File: config.mk
export PLATFORM = sky130hd
export DESIGN_NAME = fog_loop_sequencer
export DESIGN_NICKNAME = d
export VERILOG_FILES = /design/src/rtl/fog_loop_pkg.sv /design/src/rtl/fog_loop_sequencer_qual.sv /design/src/rtl/fog_loop_sequencer.sv
export SDC_FILE = /design/constraint.sdc
export NUM_CORES = 1
export LEC_CHECK = 0
export BUFFER_PORTS_ARGS = -buffer_cell sky130_fd_sc_hd__buf_2
export CAP_MARGIN = 20
export CORE_MARGIN = 2
export CORE_UTILIZATION = 35
export DETAILED_ROUTE_END_ITERATION = 10
export PLACE_DENSITY = 0.53
export SKIP_LAST_GASP = 1
export SYNTH_ARGS = -nofsm -noshare
export SYNTH_HDL_FRONTEND = slang
export SYNTH_SLANG_ARGS = --single-unit
File: constraint.sdc
create_clock -name i_clk -period 9.1 [get_ports i_clk]
set_input_delay 1.82 -clock i_clk [delete_from_list [all_inputs] [get_ports i_clk]]
set_output_delay 1.82 -clock i_clk [all_outputs]
set_load 0.01 [all_outputs]
File: src/rtl/fog_loop_pkg.sv
// fog_loop_pkg
// Shared types and helpers for the FOG closed-loop sequencer.
//   state_t     : sequencer state encoding (IDLE/SETTLE/ACQ/TRACK)
//   GAIN_W_DEF  : default gain-select code width
//   CNT_W_DEF   : default qualification / relock counter width
//   abs_sat()   : two's-complement magnitude, saturating the most negative value
package fog_loop_pkg;

  localparam int GAIN_W_DEF = 4;
  localparam int CNT_W_DEF  = 16;

  typedef enum logic [2:0] {
    ST_IDLE   = 3'd0,
    ST_SETTLE = 3'd1,
    ST_ACQ    = 3'd2,
    ST_TRACK  = 3'd3
  } state_t;

  // -2^31 has no positive counterpart in 32 bits; clamp it to 2^31-1.
  function automatic logic [31:0] abs_sat(input logic [31:0] v);
    if (v == 32'h8000_0000)
      return 32'h7fff_ffff;
    else if (v[31])
      return (~v) + 32'd1;
    else
      return v;
  endfunction

endpackage

File: src/rtl/fog_loop_sequencer_qual.sv
// fog_consec_qual
// Counts consecutive strobes on which the condition holds and pulses hit on
// the strobe that brings the run up to the target. A strobe with the
// condition false restarts the run; a hit restarts it as well.
//   i_clk, i_rst_n : clock, async active-low reset
//   strobe         : evaluation strobe
//   condition      : event qualifier, sampled with strobe
//   target         : required run length (0 behaves as 1)
//   clear          : holds the run count at zero and suppresses hit
//   hit            : combinational pulse in the qualifying strobe cycle
module fog_consec_qual #(
  parameter int CNT_W = 16
) (
  input  logic             i_clk,
  input  logic             i_rst_n,
  input  logic             strobe,
  input  logic             condition,
  input  logic [CNT_W-1:0] target,
  input  logic             clear,
  output logic             hit
);

  localparam logic [CNT_W-1:0] ONE = CNT_W'(1);

  logic [CNT_W-1:0] cnt;
  logic [CNT_W-1:0] cnt_inc;
  logic [CNT_W-1:0] eff_target;

  assign eff_target = (target == '0) ? ONE : target;
  assign cnt_inc    = (cnt == '1) ? cnt : cnt + ONE;
  // >= rather than == so that lowering the target mid-run still qualifies.
  assign hit        = strobe & condition & ~clear & (cnt_inc >= eff_target);

  always_ff @(posedge i_clk or negedge i_rst_n) begin
    if (!i_rst_n) begin
      cnt <= '0;
    end else if (clear) begin
      cnt <= '0;
    end else if (strobe) begin
      if (!condition || hit)
        cnt <= '0;
      else
        cnt <= cnt_inc;
    end
  end

endmodule

File: src/rtl/fog_loop_sequencer.sv
// fog_loop_sequencer
// Sequences FOG feedback bring-up: settle with feedback off, high-gain
// acquisition with gain step-down, locked tracking, and re-acquisition on
// loss of lock. The filtered error is evaluated once per i_trig.
//   i_clk, i_rst_n  : clock, async active-low reset
//   i_trig, i_err   : evaluation strobe and signed filtered error
//   i_fb_req        : CPU closed-loop request (level)
//   i_settle_trig   : trigs to wait in SETTLE
//   i_lock_th       : |err| <= th is a good trig
//   i_unlock_th     : |err| >  th is a bad trig
//   i_lock_cnt      : good trigs per gain step
//   i_unlock_cnt    : bad trigs before re-acquisition
//   i_gain_acq/trk  : starting / final gain-select codes
//   o_fb_on, o_gain_sel, o_state, o_locked, o_relock_cnt : registered outputs
//
// state  | meaning
// IDLE   | feedback off, gain preloaded with i_gain_acq
// SETTLE | feedback off, counting trigs before closing the loop
// ACQ    | feedback on, stepping gain down on each qualified run
// TRACK  | feedback on at tracking gain, watching for loss of lock
module fog_loop_sequencer
  import fog_loop_pkg::*;
#(
  parameter int GAIN_W = GAIN_W_DEF,
  parameter int CNT_W  = CNT_W_DEF
) (
  input  logic              i_clk,
  input  logic              i_rst_n,
  input  logic              i_trig,
  input  logic [31:0]       i_err,
  input  logic              i_fb_req,
  input  logic [CNT_W-1:0]  i_settle_trig,
  input  logic [31:0]       i_lock_th,
  input  logic [31:0]       i_unlock_th,
  input  logic [CNT_W-1:0]  i_lock_cnt,
  input  logic [CNT_W-1:0]  i_unlock_cnt,
  input  logic [GAIN_W-1:0] i_gain_acq,
  input  logic [GAIN_W-1:0] i_gain_trk,
  output logic              o_fb_on,
  output logic [GAIN_W-1:0] o_gain_sel,
  output logic [2:0]        o_state,
  output logic              o_locked,
  output logic [CNT_W-1:0]  o_relock_cnt
);

  localparam logic [CNT_W-1:0]  CNT_ONE  = CNT_W'(1);
  localparam logic [GAIN_W-1:0] GAIN_ONE = GAIN_W'(1);

  state_t            state, state_nxt;
  logic [GAIN_W-1:0] gain, gain_nxt;
  logic [CNT_W-1:0]  settle_cnt, settle_nxt, settle_inc;
  logic [CNT_W-1:0]  relock, relock_nxt;
  logic              fb_on_nxt, locked_nxt;
  logic [31:0]       err_abs;
  logic              good, bad, good_hit, bad_hit;
  logic              in_acq, in_track;

  assign err_abs  = abs_sat(i_err);
  assign good     = (err_abs <= i_lock_th);
  assign bad      = (err_abs > i_unlock_th);
  assign in_acq   = (state == ST_ACQ);
  assign in_track = (state == ST_TRACK);

  // Clearing on a dropped request masks any hit in the same cycle, which
  // gives the fallback priority over trig-driven transitions.
  fog_consec_qual #(.CNT_W(CNT_W)) u_good_qual (
    .i_clk     (i_clk),
    .i_rst_n   (i_rst_n),
    .strobe    (i_trig & in_acq),
    .condition (good),
    .target    (i_lock_cnt),
    .clear     (~in_acq | ~i_fb_req),
    .hit       (good_hit)
  );

  fog_consec_qual #(.CNT_W(CNT_W)) u_bad_qual (
    .i_clk     (i_clk),
    .i_rst_n   (i_rst_n),
    .strobe    (i_trig & in_track),
    .condition (bad),
    .target    (i_unlock_cnt),
    .clear     (~in_track | ~i_fb_req),
    .hit       (bad_hit)
  );

  assign settle_inc = (settle_cnt == '1) ? settle_cnt : settle_cnt + CNT_ONE;

  always_comb begin
    state_nxt  = state;
    gain_nxt   = gain;
    settle_nxt = settle_cnt;
    relock_nxt = relock;

    if (state == ST_IDLE)
      gain_nxt = i_gain_acq;

    if (!i_fb_req) begin
      state_nxt  = ST_IDLE;
      settle_nxt = '0;
    end else begin
      case (state)
        ST_IDLE: begin
          settle_nxt = '0;
          state_nxt  = ST_SETTLE;
        end
        ST_SETTLE: begin
          if (i_settle_trig == '0) begin
            state_nxt  = ST_ACQ;
            settle_nxt = '0;
          end else if (i_trig) begin
            if (settle_inc >= i_settle_trig) begin
              state_nxt  = ST_ACQ;
              settle_nxt = '0;
            end else begin
              settle_nxt = settle_inc;
            end
          end
        end
        ST_ACQ: begin
          if (good_hit) begin
            if (gain < i_gain_trk)
              gain_nxt = gain + GAIN_ONE;
            else
              state_nxt = ST_TRACK;
          end
        end
        ST_TRACK: begin
          if (bad_hit) begin
            state_nxt = ST_ACQ;
            gain_nxt  = i_gain_acq;
            if (relock != '1)
              relock_nxt = relock + CNT_ONE;
          end
        end
        default: begin
          state_nxt  = ST_IDLE;
          settle_nxt = '0;
        end
      endcase
    end

    fb_on_nxt  = (state_nxt == ST_ACQ) || (state_nxt == ST_TRACK);
    locked_nxt = (state_nxt == ST_TRACK);
  end

  always_ff @(posedge i_clk or negedge i_rst_n) begin
    if (!i_rst_n) begin
      state      <= ST_IDLE;
      gain       <= '0;
      settle_cnt <= '0;
      relock     <= '0;
      o_fb_on    <= 1'b0;
      o_locked   <= 1'b0;
    end else begin
      state      <= state_nxt;
      gain       <= gain_nxt;
      settle_cnt <= settle_nxt;
      relock     <= relock_nxt;
      o_fb_on    <= fb_on_nxt;
      o_locked   <= locked_nxt;
    end
  end

  assign o_state      = state;
  assign o_gain_sel   = gain;
  assign o_relock_cnt = relock;

endmodule

==> impl_metrics.toml <==
[global_routing]
grt_pass1_vias = 7665
grt_max_degree = 74
overflow = 0
grtUsageTotal_pct = 19.1
grt_pass1_wl_mm = 37.8
antenna_found_initial = 4

[synth]
yosys.area_share.simple_pct = 22.4
ys_ff_latch = 73
synth.distinct_cells = 72
yosys.area.top_type = "dfrtp_1"
synth_xor_area_share_pct = 7.78
synth-compound-area-share_pct = 19.3
ys.flop_type = "dfrtp_1"
yosysWarnings = 0
synth.area.mux_share_pct = 1.83
postSynthAreaPerCell_um2 = 7.88
synthCells = 1042
ys_seq_area_share_pct = 22.2
mappedNetlistArea_um2 = 8220
synth_top_family_by_area = "simple AND/OR/NAND/NOR gates"
synth_area_leaders = "dfrtp_1 (22%), ha_1 (18%), inv_1 (6.5%)"
syn_nets = 1319
synth_edf_count = 0
yosysTopAreaCellShare_pct = 22.2
synthArstFlopShare_pct = 100
synth_adder_area_share_pct = 18.4

[sta]
setup_tns_ns = 0
fin_crit_sh_pct = 76.1
fmax_mhz = 144
finalClockSkew_ns = 0.0117
fin_ws_ns = 2.18
rsz0062_at_grt = "false"
finalMaxSlewViolations = 0
finalCriticalPeriod_ns = 6.92
setup_viol = 0
tightest_slew_ns = 1.01
hold_violations = 0
max_slew_margin_pct = 32.2

[final_layout]
multi_input_area_um2 = 5750
layout-drive-gt1-share_pct = 18.4
finalNetCount = 1490
fin_area_um2 = 9770
ff_latch_area_um2 = 1830
final_cell_mix = "buf_2 (179), inv_1 (143), ha_1 (121), nand2_1 (108), dfrtp_1 (73)"
fillers = 2436
mostFrequentLayoutCell = "buf_2"
area_growth_pct = 18.9
final_core_util_pct = 42.0

[clock_tree]
holdBufCountCts = 0
post_cts_buffers = 0
clkTransAtPathRegs_ns = 0.06
clock-root-buffer = "clkbuf_16"
htree_num_levels = 3
cts_resized = 0
clock-sinks = 73
clock_latency_ns = 0.34
cts_tree = "done"
numCtsBuffers = 9
clock_path_buffers = 2

[setup_path]
worstPathRequired_ns = 9.32
endpoint_kind = "flop"
start_kind = "primary input"
r2r_slack_ns = 4.04
ff2ff_path_depth = 16
r2r-end = "u_good_qual.cnt[2]"
crit_type = "primary input to flop"
crit_fanout = 30
crit_end = "o_relock_cnt[1]"
worstPathArrival_ns = 7.14
rr_startpoint = "u_good_qual.cnt[3]"
startpoint = "i_err[15]"

[place]
dp_hpwl_mm = 19.0
place_congestion = 0.861
portBuffers = 180
post-place-ws_ns = 1.80
placed_area_um2 = 9430

[worst_hold_path]
hp-class = "flop to flop"
min_from = "o_relock_cnt[5]"

[routing]
drt-initial-drc-count = 339
route.vias.total = 7870
wl_mm = 23.5
ant_nets = 0
drcViolationCount = 0
routed_via_density = 5.11
firstDrtPassIters = 5
wl_per_cell_um = 15.2

[die]
die_area_um2 = 24700
start_util_pct = 35.3
rows = 56
die_w_um = 157
die_y_um = 157
io_pins = 181
core_area_um2 = 23300

[pwr]
p_leak_nw = 5.04
ir_worst_vdd_uv = 79.8
power_density_nw_per_um2 = 93.0

[flow_run]
maxCapViolations = 0

[outcome]
status = "finished clean"
per-stage QoR:
step / hold slack (ns) / instances / power [mW]
CTS: 0.490 / 1534 / 0.919
detailed placement: 0.480 / 1519 / 0.551
global route: 0.524 / 1540 / 0.966
global placement: 0.472 / 1519 / 0.550
floorplan: 0.473 / 1042 / 0.460
finish: 0.484 / 1540 / 0.909
logic make-up (layout without fill, tap and decap cells):
group / count (synthesis) / after routing
AO/OA/AOI/OAI: 244 / 244
buffers and inverters: 167 / 342
flip-flops: 73 / 73
XOR/XNOR: 73 / 73
AND/OR/NAND/NOR: 349 / 349
adder cells (fa/ha/maj): 121 / 121
other: 1 / 5
multiplexers: 14 / 14
metal layers:
| layer | share of wire (%) | up-vias | GRT usage, % | routed length [µm] |
|---|---|---|---|---|
| met1 | 48 | 3609 | 25.9 | 11300 |
| li1 | - | 4065 | - | - |
| met5 | 0 | - | 0 | 0 |
| met3 | 4.2 | 32 | 3.06 | 986 |
| met4 | 1.8 | 0 | 5.02 | 429 |
| met2 | 46 | 164 | 31.5 | 10800 |
state kept, by name, indices dropped and copies added (netlist names):
| register | count |
|---|---|
| o_relock_cnt | 16 |
| u_good_qual.cnt | 16 |
| u_bad_qual.cnt | 16 |
| settle_cnt | 16 |
| o_state | 3 |
| o_locked | 1 |
| o_fb_on | 1 |
| o_gain_sel | 4 |
power breakdown:
| group | switching [mW] | internal (mW) |
|---|---|---|
| sequential | 0.00505 | 0.327 |
| combinational | 0.121 | 0.0939 |
| clock | 0.143 | 0.219 |
| total | 0.269 | 0.640 |
worst min-delay path by stage:
stage	endpoint	depth (start not counted)
after global placement	o_relock_cnt[5]	1
after detailed placement	o_relock_cnt[5]	1
final	o_relock_cnt[5]	1
after floorplan	settle_cnt[12]	1
after CTS	o_relock_cnt[5]	1
after global routing	o_relock_cnt[5]	1
cell type report:
cell class	count	area share (%)
antenna	4	0.102
clock buffer	11	2.48
clock inverter	4	0.551
inverter	143	5.49
multi-input combinational	802	58.8
sequential	73	18.7
tap	319	4.09
timing repair buffer	184	9.76
critical path, cell delays in order:
cell and delay [ns]:
buf_2 0.11, or3_4 0.40, or4_4 0.43, or3_4 0.35, or4_4 0.44, nand2b_4 0.16
or2_4 0.35, and2_1 0.23, ha_1 0.19, nor2b_1 0.11, o211ai_1 0.09, a2111o_1 0.40
a311o_1 0.36, a221o_1 0.52, a311oi_4 0.74, mux2_2 0.40
Yosys cell counts (all sizes together) (8+ instances only):
cell	instances
and3	16
a22o	15
nand2	108
xor2	31
nand2b	10
nand3	34
o21a	8
o31ai	11
mux2	8
and2	16
o21ai	64
or3	15
a21o	18
inv	143
xnor2	42
dfrtp	73
a21oi	69
ha	121
nor4	15
clkbuf	17
nand4	39
nor2b	13
nor3	13
a31oi	8
nor2	42
Power figures use the tool's default switching activity.
